**config.mk**
```make
export PLATFORM = sky130hd
export DESIGN_NAME = ov5640_cfg_seq
export DESIGN_NICKNAME = d
export VERILOG_FILES = /design/src/rtl/ov5640_pkg.sv /design/src/rtl/cfg_dly_cnt.sv /design/src/rtl/ov5640_cfg_seq.sv
export SDC_FILE = /design/constraint.sdc
export NUM_CORES = 1
export LEC_CHECK = 0
export CORE_UTILIZATION = 50
export CTS_CLUSTER_SIZE = 40
export DETAILED_ROUTE_END_ITERATION = 12
export PLACE_DENSITY = 0.8
export SLEW_MARGIN = 40
export SYNTH_ARGS = -nofsm -noshare
export SYNTH_HDL_FRONTEND = slang
export SYNTH_SLANG_ARGS = --single-unit
```
**constraint.sdc**
```tcl
create_clock -name i_sysclk -period 3.3 [get_ports i_sysclk]
set_input_delay 0.33 -clock i_sysclk [delete_from_list [all_inputs] [get_ports i_sysclk]]
set_output_delay 0.33 -clock i_sysclk [all_outputs]
set_load 0.03 [all_outputs]
```
**src/rtl/ov5640_pkg.sv**
```systemverilog
// Shared definitions for the OV5640 power-up configuration sequencer.
package ov5640_pkg;

    typedef enum logic [3:0] {
        PWR_WAIT,
        RD_IDH,
        WT_IDH,
        RD_IDL,
        WT_IDL,
        ID_CHK,
        FETCH,
        LATCH,
        WR,
        WT_WR,
        NEXT,
        DONE,
        ERR
    } cfg_state_t;

    localparam logic [15:0] OV5640_SRST_ADDR = 16'h3008;
    localparam logic [15:0] ID_H_ADDR        = 16'h300A;
    localparam logic [15:0] ID_L_ADDR        = 16'h300B;

endpackage

```
**src/rtl/cfg_dly_cnt.sv**
```systemverilog
// Loadable down-counter that parks at zero; done is high while the count is zero.
module cfg_dly_cnt #(
    parameter int           W    = 32,
    parameter logic [W-1:0] INIT = '0
) (
    input  logic         i_sysclk,
    input  logic         i_sysrst_n,
    input  logic         load,
    input  logic [W-1:0] load_val,
    input  logic         en,
    output logic         done
);

    logic [W-1:0] cnt;

    always_ff @(posedge i_sysclk or negedge i_sysrst_n) begin
        if (!i_sysrst_n)
            cnt <= INIT;
        else if (load)
            cnt <= load_val;
        else if (en && cnt != '0)
            cnt <= cnt - 1'b1;
    end

    assign done = (cnt == '0);

endmodule

```
**src/rtl/ov5640_cfg_seq.sv**
```systemverilog
// OV5640 power-up sequencer: power-on wait, chip-ID check, then writes the external
// config table through iic_control with per-transaction NACK retry.
module ov5640_cfg_seq #(
    parameter logic [7:0]  DEV_ID    = 8'h78,
    parameter int          REG_NUM   = 252,
    parameter int          PWR_DLY   = 1_000_000,
    parameter logic [31:0] SRST_DLY  = 32'd250_000,
    parameter int          RETRY_MAX = 3,
    parameter logic [15:0] CHIP_ID   = 16'h5640
) (
    input  logic        i_sysclk,
    input  logic        i_sysrst_n,
    input  logic        i_reinit,
    output logic [7:0]  rom_addr,
    input  logic [23:0] rom_data,
    output logic        wrreg_req,
    output logic        rdreg_req,
    output logic [15:0] addr,
    output logic        addr_mode,
    output logic [7:0]  wr_data,
    output logic [7:0]  device_id,
    output logic [31:0] dly_cnt_max,
    input  logic [7:0]  rd_data,
    input  logic        rw_done,
    input  logic        ack,
    output logic        init_done,
    output logic        init_err,
    output logic [7:0]  err_idx
);
    import ov5640_pkg::*;

    localparam int          RW        = (RETRY_MAX > 0) ? $clog2(RETRY_MAX + 1) : 1;
    localparam logic [RW-1:0] RETRY_LIM = RW'(RETRY_MAX);
    localparam logic [7:0]  LAST_IDX  = 8'(REG_NUM - 1);
    localparam logic [31:0] PWR_LOAD  = 32'(PWR_DLY - 1);

    cfg_state_t    state, nxt;
    logic [7:0]    idx;
    logic [RW-1:0] retry;
    logic [7:0]    idh, idl;
    logic          busy;
    logic          dly_done;

    // Counter is held loaded outside PWR_WAIT so every entry to PWR_WAIT starts a full wait.
    cfg_dly_cnt #(
        .W    (32),
        .INIT (PWR_LOAD)
    ) u_pwr_dly (
        .i_sysclk   (i_sysclk),
        .i_sysrst_n (i_sysrst_n),
        .load       (i_reinit || state != PWR_WAIT),
        .load_val   (PWR_LOAD),
        .en         (state == PWR_WAIT),
        .done       (dly_done)
    );

    assign rdreg_req = (state == RD_IDH) || (state == RD_IDL);
    assign wrreg_req = (state == WR);
    assign init_done = (state == DONE);
    assign init_err  = (state == ERR);
    assign rom_addr  = idx;
    assign addr_mode = 1'b1;
    assign device_id = DEV_ID;

    always_comb begin
        nxt = state;
        if (i_reinit) begin
            nxt = PWR_WAIT;
        end else begin
            case (state)
                // busy keeps a transfer abandoned by i_reinit from overlapping the next request
                PWR_WAIT: if (dly_done && !busy) nxt = RD_IDH;
                RD_IDH:   nxt = WT_IDH;
                WT_IDH:   if (rw_done) nxt = !ack ? RD_IDL : (retry == RETRY_LIM) ? ERR : RD_IDH;
                RD_IDL:   nxt = WT_IDL;
                WT_IDL:   if (rw_done) nxt = !ack ? ID_CHK : (retry == RETRY_LIM) ? ERR : RD_IDL;
                ID_CHK:   nxt = ({idh, idl} == CHIP_ID) ? FETCH : ERR;
                FETCH:    nxt = LATCH;
                LATCH:    nxt = WR;
                WR:       nxt = WT_WR;
                WT_WR:    if (rw_done) nxt = !ack ? NEXT : (retry == RETRY_LIM) ? ERR : WR;
                NEXT:     nxt = (idx == LAST_IDX) ? DONE : FETCH;
                DONE:     nxt = DONE;
                ERR:      nxt = ERR;
                default:  nxt = PWR_WAIT;
            endcase
        end
    end

    always_ff @(posedge i_sysclk or negedge i_sysrst_n) begin
        if (!i_sysrst_n) begin
            state       <= PWR_WAIT;
            idx         <= '0;
            retry       <= '0;
            idh         <= '0;
            idl         <= '0;
            busy        <= 1'b0;
            addr        <= '0;
            wr_data     <= '0;
            dly_cnt_max <= '0;
            err_idx     <= '0;
        end else begin
            state <= nxt;
            if (rdreg_req || wrreg_req)
                busy <= 1'b1;
            else if (rw_done)
                busy <= 1'b0;

            if (i_reinit) begin
                idx   <= '0;
                retry <= '0;
            end else begin
                case (state)
                    WT_IDH, WT_IDL, WT_WR: begin
                        if (rw_done) begin
                            if (!ack) begin
                                retry <= '0;
                                if (state == WT_IDH) idh <= rd_data;
                                if (state == WT_IDL) idl <= rd_data;
                            end else if (retry != RETRY_LIM) begin
                                retry <= retry + 1'b1;
                            end else begin
                                err_idx <= (state == WT_WR) ? idx : 8'hFF;
                            end
                        end
                    end
                    ID_CHK: if ({idh, idl} != CHIP_ID) err_idx <= 8'hFF;
                    LATCH: begin
                        addr        <= rom_data[23:8];
                        wr_data     <= rom_data[7:0];
                        dly_cnt_max <= (rom_data[23:8] == OV5640_SRST_ADDR && rom_data[7]) ? SRST_DLY : '0;
                    end
                    NEXT: begin
                        retry <= '0;
                        if (idx != LAST_IDX) idx <= idx + 1'b1;
                    end
                    default: ;
                endcase
            end

            // ID read address is set up on entry so it is already valid in the request cycle
            if (nxt == RD_IDH) begin
                addr        <= ID_H_ADDR;
                dly_cnt_max <= '0;
            end
            if (nxt == RD_IDL)
                addr <= ID_L_ADDR;
        end
    end

endmodule

```
==> Word level (Yosys, flattened, before mapping) <==
Cells that the tools add are included.
{ "op_classes": {"shifts": 0, "magnitude_cmp": 0, "n_addsub": 3, "n_div": 0, "eq_ne": 29, "multipliers": 0, "mux": 40, "n_bitwise": 2, "reduce_logical": 28} }
{ "ops": {"columns": ["operator", "n"], "rows": [
  ["32-bit two-way mux", 5],
  ["16-bit two-way mux", 4],
  ["8-bit two-way mux", 8],
  ["4-bit case mux with 13 select lines", 1],
  ["4-bit two-way mux", 11],
  ["32-bit logical NOT", 1],
  ["32-bit nonzero test", 1],
  ["32-bit by 1-bit subtractor with 32-bit output, second input constant", 1],
  ["4-bit == test, second input constant", 5],
  ["18-bit two-way mux", 1],
  ["16-bit by 14-bit == test with 1-bit output, second input constant", 1],
  ["16-bit by 15-bit == test with 1-bit output, second input constant", 1],
  ["4-bit by 3-bit == test with 1-bit output, second input constant", 4],
  ["16-bit by 15-bit != test with 1-bit output, second input constant", 1],
  ["8-bit case mux with 2 select lines", 1],
  ["4-bit by 2-bit == test with 1-bit output, second input constant", 3],
  ["2-bit nonzero test", 6],
  ["2-bit != test, second input constant", 5],
  ["5-bit AND reduction", 2],
  ["8-bit by 1-bit adder with 8-bit output, second input constant", 1],
  ["4-bit by 1-bit == test with 1-bit output, second input constant", 2],
  ["8-bit == test, second input constant", 1],
  ["2-bit two-way mux", 4],
  ["8-bit != test, second input constant", 1],
  ["20 further kinds", 31]
]} }
{ "totals": {"output_inout_bits": 85, "elab_cells": 113, "mem_count": 0, "romBits": 0, "reg_bits": 127, "ram_bits": 0, "latch_bits": 0} }

==> Logic depth before layout (Yosys ltp) <==
Gate-level depths: netlist of run 1.
{ "logic_depth": {"ltp_word": 9, "ltp_mapped": 9} }

==> Hierarchy <==
From an unflattened synthesis of run 1, not the netlist that was laid out.
{ "unflattened": {"hier_cells": 590, "area_unflattened_um2": 5494.0} }
{ "modules_own_cells": {"columns": ["mod", "n_inst", "cells_each", "area_each_um2", "seq_area_each_um2"], "rows": [
  ["ov5640_cfg_seq", 1, 356, 3412.0, 1601.5],
  ["cfg_dly_cnt", 1, 234, 2082.0, 815.8]
]} }

==> Least setup slack after synthesis of run 1 <==
Ideal clock, no wire load.
{ "synth_timing": {"path_type": "register -> register", "startpoint": "register u_pwr_dly.cnt[14]", "endpoint": "register addr[14]", "path_slack_ps": 460, "t_arrival_ps": 2720, "required_time_ps": 3180, "synth_period_minus_slack_ps": 2840, "path_stages_with_launch": 9, "setup_ps": 120, "cell_sequence": "dfstp_2 > or4_4 > or4_1 > buf_2 > or4_4 > o211ai_2 > nor3b_4 > buf_6 > a21oi_1"} }
{ "synth_via": {"elab_chain_len": 8, "elab_cells_between_ends": 12, "classes_between": "3 x eq/ne; 5 x mux; 4 x reduce/logical"} }
{ "synth_rtl": {"columns": ["element", "line", "text"], "rows": [
  ["from (decl)", "cfg_dly_cnt.sv:14", "logic [W-1:0] cnt;"],
  ["from (signal assigned)", "cfg_dly_cnt.sv:20", "cnt <= load_val;"],
  ["from (signal assigned)", "cfg_dly_cnt.sv:22", "cnt <= cnt - 1'b1;"],
  ["32-bit logical NOT (*)", "cfg_dly_cnt.sv:25", "assign done = (cnt == '0);"],
  ["1-bit logical AND (*)", "ov5640_cfg_seq.sv:72", "PWR_WAIT: if (dly_done && !busy) nxt = RD_IDH;"],
  ["4-bit two-way mux (*)", "ov5640_cfg_seq.sv:72", null],
  ["4-bit case mux with 13 select lines (*)", "ov5640_cfg_seq.sv:70", "case (state)"],
  ["4-bit two-way mux (*)", "ov5640_cfg_seq.sv:67", "if (i_reinit) begin"],
  ["4-bit by 1-bit == test with 1-bit output or 4-bit by 2-bit == test with 1-bit output (tied branches)", "ov5640_cfg_seq.sv:142, ov5640_cfg_seq.sv:146", null],
  ["3-bit by 1-bit != test with 1-bit output (no source line) (tied with other cells)", null, null],
  ["2-bit AND reduction (no source line) or 16-bit two-way mux (tied branches)", null, null],
  ["to (signal assigned)", "ov5640_cfg_seq.sv:129", "addr <= rom_data[23:8];"],
  ["to (decl)", "ov5640_cfg_seq.sv:18", "output logic [15:0] addr,"]
]} }
Mark *: on every way between the ends. The rest lies on a longest branch, timed or not.
A chain may end at the register's enable or synchronous reset.

==> Final worst setup path of run 1 <==
{ "layout_timing": {"startpoint": "register u_pwr_dly.cnt[12]", "endpoint": "register addr[12]"} }
The elaborated chain is that of the path after synthesis.

==> metrics, run 1 <==
result of the run finished, final reports clean; vertical die dimension between 100 and 150 microns; Power Dens Cells 369 nW/um^2; post-route clock period utilization 91.7%; post-DR vias/cell 5.43; Max IR drop VDD 0.000204 V; placed wire-length estimate 7.88 mm; worst hold path type reg2reg; number of DRC markers in iteration 0 154; number of pins exceeding their max-slew limit in the final report 0; number of search-and-repair iterations in the first detailed-routing pass 4; clk slew on worst S/H paths 0.09 ns; net total in the final layout 639; placer's final routability congestion estimate around 0.9; Clock Latency Late Sink around 0.37 ns; setup bufs post-CTS 0; path type of the worst setup path reg2reg; commonest cells after routing, fill and taps aside sky130_fd_sc_hd__clkdlybuf4s50_1 (86), sky130_fd_sc_hd__dfrtp_1 (84), sky130_fd_sc_hd__nand2_1 (65); number of clock buffers inserted by TritonCTS 9; Netlist Area Pre-Place 5080 sq um; stage delay of the slowest cell on the critical path 0.62 ns; leading cell type in the layout, fill and taps excluded sky130_fd_sc_hd__clkdlybuf4s50_1; clock tree from TritonCTS yes; Antenna diodes 0; largest fanout on the critical path 16; H-tree depth reported by CTS 3; first-pass GRT wire length 18.3 mm; antenna violations before repair 0; leak pwr 0.00264 uW; number of different library cells in the post-synthesis netlist 58; Critical-path top delay cell sky130_fd_sc_hd__or4_1; Post-Synthesis Cells 521; routed len/inst 14.7 microns; achievable clock frequency 330 MHz; number of global-route vias before repair 3,955; global route overflow 0; horizontal die dimension 103 microns; yosys warns 0; pin count of the biggest net entering global routing 64; hold violation count in the final report 0; initial standard-cell utilization of the core about 52%; ys async rst share 100%; post-detailed-route count of antenna-violating nets 0; Top Family by Delay on Critical Path simple AND/OR/NAND/NOR gates; synth-to-layout area growth 20.1%; part of the Yosys area used for sequential elements 47.6%; worst clock skew on the final layout 0.0125 ns; Buf/Inv on CP 1; Startpoint Class register; most common cell type on the critical path sky130_fd_sc_hd__or4_4; port bufs 87; Max transition margin 55.0%; Std-Cell Rows 36; CTS Sinks 96; die outline area 10,600 sq um; number of max-cap violations 0; worst hold slack after final layout 0.482 ns; Std-Cell Core Area between 9000 and 10,000 sq um; overall global routing resource usage 22.3%; sort of element at the end of the critical path register; Design Power ~2200 uW; Routed WL 10.8 mm; setup TNS after final layout 0 ns; data required time at the worst endpoint 3.61 ns; number of fill cells 823; I/O pins 122; proportion of layout cells with a drive suffix above 1 13.4%; number of synthesized register bits 96; actual slew at the worst max-slew pin around 0.67 ns; cells traversed along the worst timing path or4_4, or4_1, or4_4, o211ai_2, nor3b_4, buf_4, o22a_2; count of vias placed by the detailed router 3,995; number of buffers on the longest clock path 2; most instantiated flip-flop cell in the synthesis netlist sky130_fd_sc_hd__dfrtp_1; library cell used as clock root buffer sky130_fd_sc_hd__clkbuf_8; endpoint arrival time on the critical path 3.34 ns; post-route DRC violation count 0; mean instance size in the synthesized netlist around 9.7 sq um; final setup violating endpoints 0; final worst path period need 3.03 ns; number of synthesized flops with an enable pin 0; unrepaired setup endpoints after global routing no
## path summary, 6_finish.rpt
check | start | end | slack (ns) | cells past startpoint
worst max-delay path | u_pwr_dly.cnt[12]$_DFFE_PN0P_ | addr[12]$_DFFE_PN0P_ | 0.27 | 7
worst min-delay path | wr_data[0]$_DFFE_PN0P_ | wr_data[0]$_DFFE_PN0P_ | 0.48 | 2
worst max register to register | u_pwr_dly.cnt[12]$_DFFE_PN0P_ | addr[12]$_DFFE_PN0P_ | 0.27 | 7
worst min register to register | wr_data[0]$_DFFE_PN0P_ | wr_data[0]$_DFFE_PN0P_ | 0.48 | 2
max in group asynchronous | i_sysrst_n | u_pwr_dly.cnt[5]$_DFFE_PN1P_ | 2.07 | 3
min in group asynchronous | i_sysrst_n | idl[1]$_DFFE_PN0P_ | 0.50 | 2
## timing repair
item / in CTS / in global routing
hold buffers: 0 / 1
hold endpoints to repair: 0 / 52
gates resized for setup: 0 / 0
## registers in the layout, indices dropped and copies added, names as in the netlist, 2 cells and up
name / cells
retry: 2
err_idx: 8
u_pwr_dly.cnt: 32
idh: 8
state: 4
idl: 8
rom_addr: 8
addr: 16
wr_data: 8
## cell type report
cell class                 instances  area [sq um]  area share [%]
clock buffer                      10           138            2.26
clock inverter                     6          45.0           0.739
inverter                           6          22.5           0.369
multi-input combinational        388          2360            38.7
sequential                        96          2420            39.6
tap                              133           166            2.73
timing repair buffer              97           950            15.6
## worst min-delay path: cells and delay by family, from the launching register on
kind / cells / cell delay [ns]
flip-flops: 1 / 0.35
AND/OR/NAND/NOR: 2 / 0.11
## cells in the mapped netlist (all sizes together), types with 6 or more instances
| master | instances | share of area (%) |
|---|---|---|
| clkbuf | 18 | 1.3 |
| buf | 45 | 6.5 |
| inv | 6 | 0.44 |
| nand4 | 6 | 0.74 |
| xor2 | 16 | 2.8 |
| dfstp | 12 | 6.2 |
| or3 | 13 | 1.6 |
| xnor2 | 12 | 2.1 |
| nand2b | 16 | 2.0 |
| nor3 | 10 | 0.99 |
| a21oi | 26 | 2.6 |
| mux2 | 25 | 5.5 |
| and2 | 6 | 0.76 |
| or4 | 11 | 1.9 |
| dfrtp | 84 | 41 |
| nand3 | 11 | 1.1 |
| o21ai | 12 | 1.2 |
| nor4 | 11 | 1.4 |
| nor2 | 49 | 3.6 |
| nand2 | 65 | 4.8 |
## metal layers
metal  wire [microns]  vias to the layer above  GRT usage (%)
met5                0                        -              0
met4              114                        0           7.04
met3              535                       11           4.54
met2             5490                      136           39.1
met1             4680                     1958           27.7
li1                 -                     1890              -
## where the power goes
| part | switching, uW | total (uW) | internal (uW) |
|---|---|---|---|
| Combinational | 186 | 303 | 117 |
| Clock | 418 | 713 | 295 |
| Sequential | 19.0 | 1230 | 1210 |
| Total | 623 | 2250 | 1620 |
## stage by stage
step	setup slack, ns	utilization [%]	instances	instance area, sq um
finish	0.274	62.1	736	6100
global route	0.155	62.1	736	6100
CTS	0.289	62.0	735	6080
detailed placement	0.312	60.1	719	5900
global placement	0.409	60.1	719	5900
floorplan	0.460	-	553	5200
## kinds of logic after synthesis
family                     synth area share, %
AOI/OAI and AO/OA                         8.58
xor gates and xnor gates                  4.83
adders and majority gates                 1.18
buffers and inverters                     8.28
DFF                                       47.6
muxes                                     6.14
other                                    0.148
and+or+nand+nor                           23.2
No activity file was read; power rests on OpenSTA's default activity.
==> run 2, diff against run 1 <==
Settings changed: CORE_ASPECT_RATIO from default to 2.
==> metrics, run 2 (synthesis results as in run 1) <==
Startpoint Class register (unchanged); cell area after placement 5910 sq um (was 5900 sq um); port bufs 87 (unchanged); synth-to-layout area growth 22.5% (was 20.1%); most heavily used metal layer in global routing met2 (unchanged); die outline area 10,600 sq um (about the same); post-detailed-route count of antenna-violating nets 0 (unchanged); largest registers ranked by flip-flop count u_pwr_dly.cnt (32), addr (16) (unchanged); Top Family by Delay on Critical Path simple AND/OR/NAND/NOR gates (unchanged); post-route DRC violation count 0 (unchanged); number of buffers on the longest clock path 2 (unchanged); stage delay of the slowest cell on the critical path 0.87 ns (was 0.62 ns); post-route clock period utilization 92.0% (was 91.7%); register name with the most flops u_pwr_dly.cnt (unchanged); proportion of layout cells with a drive suffix above 1 13.5% (was 13.4%); final core area utilization 63.3% (was 62.1%); Std-Cell Core Area 9830 sq um (was 9820 sq um); pin count of the biggest net entering global routing 52 (was 64); cell area after layout 6220 sq um (was 6100 sq um); commonest cells after routing, fill and taps aside sky130_fd_sc_hd__clkdlybuf4s50_1 (86), sky130_fd_sc_hd__dfrtp_1 (84), sky130_fd_sc_hd__nand2_1 (65) (unchanged); library cell used as clock root buffer sky130_fd_sc_hd__clkbuf_16 (was sky130_fd_sc_hd__clkbuf_8); number of global-route vias before repair 3,943 (was 3,955); placed wire-length estimate 8.20 mm (was 7.88 mm); Critical-path top delay cell sky130_fd_sc_hd__or4_2 (was sky130_fd_sc_hd__or4_1); Design Power 2590 uW (was 2250 uW); achievable clock frequency 329 MHz (was 330 MHz); initial standard-cell utilization of the core 51.7% (about the same); setup TNS after final layout 0 ns (unchanged); routed len/inst 15.2 microns (was 14.7 microns); CTS Sinks 96 (unchanged); Max transition margin 44.1% (was 55.0%); worst hold slack after final layout -0.00406 ns (was 0.482 ns); clk slew on worst S/H paths 0.07 ns (was 0.09 ns); worst clock skew on the final layout 0.00789 ns (was 0.0125 ns); Antenna diodes 0 (unchanged); Global Route met3 Usage 3.90% (was 4.54%); number of clock buffers inserted by TritonCTS 9 (unchanged); Max IR drop VDD 0.000367 V (was 0.000204 V); post-DR vias/cell 5.39 (was 5.43); Routed WL 11.1 mm (was 10.8 mm); number of cells upsized or downsized after cts 0 (unchanged); violations in the final reports negative hold slack; CTS Hold Bufs 0 (unchanged); actual slew at the worst max-slew pin 0.830 ns (was 0.672 ns); hold violation count in the final report 7 (was 0); net total in the final layout 638 (was 639); unrepaired setup endpoints after global routing no (unchanged); Std-Cell Rows 51 (was 36); leading cell type in the layout, fill and taps excluded sky130_fd_sc_hd__clkdlybuf4s50_1 (unchanged); GR met1 Demand/Resource 25.1% (was 27.7%); first-pass GRT wire length 18.4 mm (was 18.3 mm); path type of the worst setup path reg2reg (unchanged); final worst path period need 3.04 ns (was 3.03 ns); overall global routing resource usage 22.7% (was 22.3%); cells traversed along the worst timing path or4_4, or4_1, or4_2, o21ai_0, xor2_1, nand2_1 (was or4_4, or4_1, or4_4, o211ai_2, nor3b_4, buf_4, o22a_2); met2 layer usage reported by global route 39.9% (was 39.1%); number of pins exceeding their max-slew limit in the final report 0 (unchanged); largest fanout on the critical path 13 (was 16); setup bufs post-CTS 0 (unchanged); endpoint arrival time on the critical path 3.28 ns (was 3.34 ns); Buf/Inv on CP 0 (was 1); H-tree depth reported by CTS 3 (unchanged); number of fill cells 820 (was 823); antenna violations before repair 0 (unchanged); Clock Latency Late Sink 0.34 ns (was 0.37 ns); I/O pins 122 (unchanged); Power Dens Cells 416 nW/um^2 (was 369 nW/um^2); count of vias placed by the detailed router 3,954 (was 3,995); pre-CTS worst setup slack 0.329 ns (was 0.312 ns); flip-flop count of the largest register after layout 32 (unchanged); leak pwr 0.00270 uW (was 0.00264 uW); sort of element at the end of the critical path register (unchanged); placer's final routability congestion estimate 0.841 (was 0.884); number of DRC markers in iteration 0 290 (was 154); number of search-and-repair iterations in the first detailed-routing pass 6 (was 4); worst hold path type in2async (was reg2reg); vertical die dimension 145 microns (was 103 microns); data required time at the worst endpoint 3.55 ns (was 3.61 ns); final setup violating endpoints 0 (unchanged); result of the run complete, but fails checks (was finished, final reports clean); worst-case setup margin in the final layout 0.263 ns (was 0.274 ns); clock tree from TritonCTS yes (unchanged); number of max-cap violations 0 (unchanged); horizontal die dimension 73.3 microns (was 103 microns); global route overflow 0 (unchanged)
run 2: final cells by class:
cell class	instances	area (sq um)	share of cell area [%]
flip-flops and latches	96	2420	38.9
well taps	132	165	2.66
clock inverters	6	67.6	1.09
repair buffers	96	948	15.2
multi-input cells	388	2360	37.9
inverters	6	22.5	0.362
clock buffers	10	239	3.84
run 2: final timing paths:
check / depth (start not counted) / endpoint / slack [ns] / start
worst min-delay path: 1 / u_pwr_dly.cnt[13]$_DFFE_PN0P_ / -0.004 / i_sysrst_n
worst max-delay path: 6 / u_pwr_dly.cnt[18]$_DFFE_PN1P_ / 0.26 / u_pwr_dly.cnt[12]$_DFFE_PN0P_
worst min register to register: 2 / wr_data[1]$_DFFE_PN0P_ / 0.47 / wr_data[1]$_DFFE_PN0P_
worst max register to register: 6 / u_pwr_dly.cnt[18]$_DFFE_PN1P_ / 0.26 / u_pwr_dly.cnt[12]$_DFFE_PN0P_
min in group i_sysclk: 2 / wr_data[1]$_DFFE_PN0P_ / 0.47 / wr_data[1]$_DFFE_PN0P_
max in group asynchronous: 2 / u_pwr_dly.cnt[19]$_DFFE_PN1P_ / 2.58 / i_sysrst_n
run 2: through the flow:
stage | hold WS (ns) | cells
after floorplan | 0.0344 | 553
after global placement | 0.377 | 718
after detailed placement | 0.378 | 718
after CTS | 0.0140 | 734
after global routing | 0.0459 | 734
final | -0.00406 | 734
run 2: per-layer routing:
metal	routed length, microns	vias up
met3	459	27
li1	-	1886
met2	6170	138
met4	333	0
met5	0	-
met1	4170	1903
run 2: report_power, final:
group          switching (uW)  internal, uW  leakage (uW)
clock network             441           610      0.000145
registers                19.4          1210       0.00127
logic                     188           116       0.00128
total                     649          1940       0.00270
